<file path="src/rtl/uart_pixel_rx.sv">
// ---------------------------------------------------------------------------
// uart_pixel_rx
//   8N1 UART receiver (LSB first) that hands each received byte to a pixel
//   writer through a valid/busy handshake. RX is resynchronised before use.
//   Mid-bit sampling is derived from a free cycle counter that restarts on
//   every state change. A low stop bit discards the byte and parks the
//   receiver in BREAK until the line returns high.
//
// Ports
//   CLK          system clock, all state on rising edge
//   RST          asynchronous, active-high reset
//   RX           raw UART line, idle high
//   i_busy       downstream writer busy; a byte is consumed when low
//   o_data       received byte, stable while o_valid is high
//   o_valid      o_data holds an unconsumed byte
//   o_frame_err  one-cycle pulse: stop bit sampled low
//   o_overrun    one-cycle pulse: byte completed while previous unconsumed
// ---------------------------------------------------------------------------
module uart_pixel_rx #(
    parameter int unsigned CLKS_PER_BIT = 104
) (
    input  logic       CLK,
    input  logic       RST,
    input  logic       RX,
    input  logic       i_busy,
    output logic [7:0] o_data,
    output logic       o_valid,
    output logic       o_frame_err,
    output logic       o_overrun
);

    // Wide enough to hold CLKS_PER_BIT-1 without wrapping.
    localparam int unsigned CNT_W = (CLKS_PER_BIT > 1) ? $clog2(CLKS_PER_BIT) : 1;
    localparam logic [CNT_W-1:0] HALF_CNT = CNT_W'((CLKS_PER_BIT - 1) / 2);
    localparam logic [CNT_W-1:0] LAST_CNT = CNT_W'(CLKS_PER_BIT - 1);

    typedef enum logic [2:0] {
        IDLE,
        START,
        DATA,
        STOP,
        BREAK
    } state_t;

    state_t           state, state_nxt;
    logic [CNT_W-1:0] cnt, cnt_nxt;
    logic [2:0]       bit_idx, bit_nxt;
    logic [7:0]       shreg, shreg_nxt;
    logic             rx_meta, rx_s;
    logic             done;
    logic             ferr;
    logic             consume;

    // Two-flop synchronizer; resets to the idle (high) line level so a reset
    // never fabricates a falling edge.
    always_ff @(posedge CLK or posedge RST) begin
        if (RST) begin
            rx_meta <= 1'b1;
            rx_s    <= 1'b1;
        end else begin
            // NOTE: non-blocking assignments keep this a two-stage shift; a
            // blocking '=' here would collapse both flops into one.
            rx_meta <= RX;
            rx_s    <= rx_meta;
        end
    end

    always_ff @(posedge CLK or posedge RST) begin
        if (RST) begin
            state   <= IDLE;
            cnt     <= '0;
            bit_idx <= '0;
            shreg   <= '0;
        end else begin
            state   <= state_nxt;
            cnt     <= cnt_nxt;
            bit_idx <= bit_nxt;
            shreg   <= shreg_nxt;
        end
    end

    always_comb begin
        // NOTE: every output of this block gets a default first, so no path
        // through the case leaves a signal unassigned (no latch inferred).
        state_nxt = state;
        cnt_nxt   = cnt + CNT_W'(1);
        bit_nxt   = bit_idx;
        shreg_nxt = shreg;
        done      = 1'b0;
        ferr      = 1'b0;

        unique case (state)
            IDLE: begin
                cnt_nxt = '0;
                if (!rx_s) begin
                    state_nxt = START;
                    bit_nxt   = '0;
                end
            end
            START: begin
                // Re-check the line half a bit in; a high level was a glitch.
                if (cnt == HALF_CNT) begin
                    cnt_nxt   = '0;
                    state_nxt = rx_s ? IDLE : DATA;
                end
            end
            DATA: begin
                if (cnt == LAST_CNT) begin
                    cnt_nxt   = '0;
                    shreg_nxt = {rx_s, shreg[7:1]};
                    if (bit_idx == 3'd7) begin
                        state_nxt = STOP;
                    end else begin
                        bit_nxt = bit_idx + 3'd1;
                    end
                end
            end
            STOP: begin
                if (cnt == LAST_CNT) begin
                    cnt_nxt = '0;
                    if (rx_s) begin
                        done      = 1'b1;
                        state_nxt = IDLE;
                    end else begin
                        ferr      = 1'b1;
                        state_nxt = BREAK;
                    end
                end
            end
            BREAK: begin
                // A held-low line must go high before a new start is accepted.
                cnt_nxt = '0;
                if (rx_s) begin
                    state_nxt = IDLE;
                end
            end
            default: begin
                cnt_nxt   = '0;
                state_nxt = IDLE;
            end
        endcase
    end

    assign consume = o_valid & ~i_busy;

    // Output holding register. A completing byte loads only when the slot is
    // empty or being consumed this same cycle; otherwise it is dropped and
    // flagged as an overrun.
    always_ff @(posedge CLK or posedge RST) begin
        if (RST) begin
            o_data      <= 8'h00;
            o_valid     <= 1'b0;
            o_frame_err <= 1'b0;
            o_overrun   <= 1'b0;
        end else begin
            o_frame_err <= ferr;
            o_overrun   <= done & o_valid & i_busy;
            if (done) begin
                o_valid <= 1'b1;
                if (!o_valid || consume) begin
                    o_data <= shreg;
                end
            end else if (consume) begin
                o_valid <= 1'b0;
            end
        end
    end

endmodule

</file>
<file path="config.mk">
export PLATFORM = sky130hd
export DESIGN_NAME = uart_pixel_rx
export DESIGN_NICKNAME = d
export VERILOG_FILES = /design/src/rtl/uart_pixel_rx.sv
export SDC_FILE = /design/constraint.sdc
export NUM_CORES = 1
export LEC_CHECK = 0
export ABC_CLOCK_PERIOD_IN_PS = 1600
export CORE_ASPECT_RATIO = 1.1
export CORE_MARGIN = 5
export CORE_UTILIZATION = 25
export CTS_BUF_LIST = sky130_fd_sc_hd__clkbuf_8
export CTS_CLUSTER_DIAMETER = 30
export DETAILED_ROUTE_END_ITERATION = 8
export GPL_TIMING_DRIVEN = 0
export SLEW_MARGIN = 25
export SYNTH_ARGS = -nofsm -noshare
export SYNTH_HDL_FRONTEND = slang
export SYNTH_SLANG_ARGS = --single-unit
</file>
<file path="constraint.sdc">
create_clock -name CLK -period 1.6 [get_ports CLK]
set_input_delay 0.16 -clock CLK [delete_from_list [all_inputs] [get_ports CLK]]
set_output_delay 0.16 -clock CLK [all_outputs]
set_load 0.01 [all_outputs]
</file>
==> flow_summary.json <==
{
  "status": "finished, violations left",
  "violations": "negative setup slack",
  "dr.first_iter.drc_count": 50,
  "grt_pass1_wl_um": 4420,
  "slew_violations": 0,
  "dpl.cell_count": 215,
  "regToRegEndpoint": "o_data[5]",
  "cp.arrival_ns": 1.85,
  "synth-xor-area-share_pct": 2.90,
  "clock_latency_ns": 0.29,
  "syn_avg_cell_area_um2": 12.2,
  "gp_congestion": 0.775,
  "rrSetupSlack_ns": -0.08,
  "yosysTopAreaCellShare_pct": 53.0,
  "ir_drop_mv": 0.486,
  "synth_fp_nets": 131,
  "drcViolationCount": 0,
  "fin_area_um2": 2070,
  "grt_pass1_vias": 969,
  "dp.final_hpwl_um": 1690,
  "synth-seq-cells": 34,
  "num_vias": 1018,
  "initial_core_util_pct": 25.9,
  "cp_max_fo": 8,
  "vias_per_cell": 4.39,
  "drt-pass1-iter-count": 4,
  "port_buffers": 14,
  "worst_r2r_path_depth": 7,
  "post-route-min-period_ns": 1.68,
  "drive_above_1_share_pct": 34.8,
  "root_buffer": "clkbuf_8",
  "rsz0062_at_grt": "yes",
  "pin_count": 15,
  "fp.dieArea_um2": 7700,
  "setup_ws_ns": -0.0761,
  "worst_slew_pin_slew_ns": 0.693,
  "cp_data_required_time_ns": 1.77,
  "synthTopCellsByArea": "dfrtp_1, mux2_2, dfstp_2",
  "critPathCaptureType": "flop",
  "antenna_found_initial": 0,
  "synth-simple-area-share_pct": 14.3,
  "synthMuxAreaShare_pct": 13.2,
  "cts_tree": "yes",
  "drv_cap": 0,
  "worstHoldPathType": "input pin to flop",
  "yosysWarnings": 0,
  "powerDensity_nw_per_um2": 797,
  "overflow": 0,
  "synth.largest_area_cell": "dfrtp_1",
  "fin_crit_sh_pct": 105,
  "synth_compound_area_share_pct": 6.37,
  "htree_levels": 2,
  "num_rows": 29,
  "avgRoutedWirePerCell_um": 11.7,
  "placed_area_um2": 1770,
  "synthAdderAreaFrac_pct": 2.48,
  "skew_ns": 0.00381,
  "core-area_um2": 5840,
  "crit_start": "cnt[1]",
  "clkTransAtPathRegs_ns": 0.07,
  "hold_depth": 1,
  "max_slew_margin_pct": 53.7,
  "fin_hold_ws_ns": 0.271,
  "layout.nets": 161,
  "track_usage_pct": 7.34,
  "synth_seq_area_share_pct": 56.5,
  "grt_max_degree": 35,
  "power_leakage_nw": 0.899,
  "setup_viol": 19,
  "critPathKind": "flop to flop",
  "syn_inst": 124,
  "diodes": 0,
  "synth_top_family_by_area": "simple AND/OR/NAND/NOR gates",
  "crit_path_end": "o_data[5]",
  "setup-tns-final_ns": -0.922,
  "reg2reg_from": "cnt[1]",
  "layoutNonFillerInstCount": 232,
  "routed_wl_um": 2720,
  "ant_nets": 0,
  "clk_path_buf_depth": 2,
  "die_y_um": 91.6,
  "max_freq_mhz": 597,
  "syn-cell-area_um2": 1510,
  "fin_util_pct": 35.4,
  "numCtsBuffers": 5,
  "setup.worst_path.start_class": "flop",
  "cts_hold_buf": 0,
  "dieWidth_um": 84.1,
  "ys_types": 34,
  "hold_viol_final": 0,
  "clkSinkCount": 34,
  "synthToLayoutAreaGrowth_pct": 36.8
}
[worst max-delay path, cell delays in order (launching register included)]
cell and delay [ns]:
dfrtp_1 0.40, ha_4 0.15, and3b_1 0.17, buf_6 0.13
nand4_4 0.10, a21oi_4 0.15, buf_12 0.15, mux2_4 0.30
[per-stage QoR]
stage                     worst slack (ns)  power, mW
after global routing                -0.130       1.71
after floorplan                    -0.0663      0.896
after detailed placement            -0.244      0.911
after global placement              -0.234      0.911
after CTS                          -0.0837       1.69
final                              -0.0761       1.65
[cells in the mapped netlist]
| cell type | instances |
|---|---|
| buf_6 | 1 |
| clkbuf_1 | 1 |
| xnor2_1 | 3 |
| nand4_2 | 1 |
| mux2i_1 | 2 |
| nand4b_1 | 1 |
| nand3_1 | 5 |
| and4b_4 | 1 |
| nor3_1 | 1 |
| inv_1 | 7 |
| nand2_2 | 1 |
| nor4b_1 | 1 |
| o31ai_1 | 3 |
| o21ai_0 | 3 |
| a2111oi_0 | 1 |
| buf_2 | 3 |
| nand2_1 | 7 |
| o41a_1 | 1 |
| xor2_1 | 2 |
| o21a_1 | 1 |
| nor3_4 | 1 |
| nor2b_1 | 2 |
| mux2_2 | 16 |
| dfstp_2 | 2 |
| or3_1 | 1 |
| nor4_1 | 1 |
| and3b_1 | 1 |
| a21oi_4 | 1 |
| dfrtp_1 | 32 |
| ha_1 | 3 |
| buf_4 | 1 |
| a21oi_1 | 3 |
| nor2_1 | 12 |
| or4_1 | 2 |
[routing by layer]
layer | up-vias | share of wire (%) | GRT usage, %
li1 | 487 | - | -
met1 | 510 | 48 | 9.17
met2 | 13 | 46 | 10.9
met3 | 8 | 3.8 | 2.81
met4 | 0 | 2.2 | 4.02
met5 | - | 0 | 0
[layout by cell type (no fill, tap or decap), types with 3 or more instances in the layout]
master | netlist | layout
o31ai_1 | 3 | 3
inv_1 | 7 | 8
nor2_2 | 0 | 5
buf_6 | 1 | 4
nor2_1 | 12 | 7
buf_4 | 1 | 8
xnor2_1 | 3 | 3
mux2_4 | 0 | 16
clkbuf_8 | 0 | 5
clkdlybuf4s50_1 | 0 | 14
nand3_1 | 5 | 5
dfrtp_1 | 32 | 32
nand2_1 | 7 | 7
[worst min-delay path by stage]
stage | from | to | slack (ns)
global placement | rx_meta | rx_s | 0.35
detailed placement | rx_meta | rx_s | 0.35
finish | RX | rx_meta | 0.27
global route | RX | rx_meta | 0.27
CTS | RX | rx_meta | 0.26
floorplan | RX | rx_meta | 0.16
[logic make-up after synthesis]
| group | Yosys count |
|---|---|
| AO/OA/AOI/OAI | 13 |
| XOR/XNOR | 5 |
| adder cells (fa/ha/maj) | 3 |
| buffers and inverters | 13 |
| flip-flops | 34 |
| multiplexers | 18 |
| AND/OR/NAND/NOR | 38 |
[where the power goes]
part / internal, mW / switching, mW
clock network: 0.453 / 0.300
logic: 0.00735 / 0.0186
registers: 0.864 / 0.00353
[registers in the layout, indices dropped and copies added (netlist names), 3 cells and up]
| name | count |
|---|---|
| o_data | 8 |
| shreg | 8 |
| cnt | 7 |
| state | 3 |
| bit_idx | 3 |
[cell type report]
class,count,area (um2)
Timing Repair Buffer,24,235
Inverter,7,26.3
Clock buffer,5,68.8
Fill cell,578,3770
Tap cell,77,96.3
Multi-Input combinational cell,77,711
Buffer,5,38.8
Clock inverter,3,37.5
Sequential cell,34,853
[what timing repair did]
action | 4_1_cts | 5_1_grt
buffers inserted | 7 | 3
gates resized for setup | 18 | 12
endpoints found under the setup margin | 26 | 27
pin swaps | 2 | 6
Power figures use the tool's default switching activity.
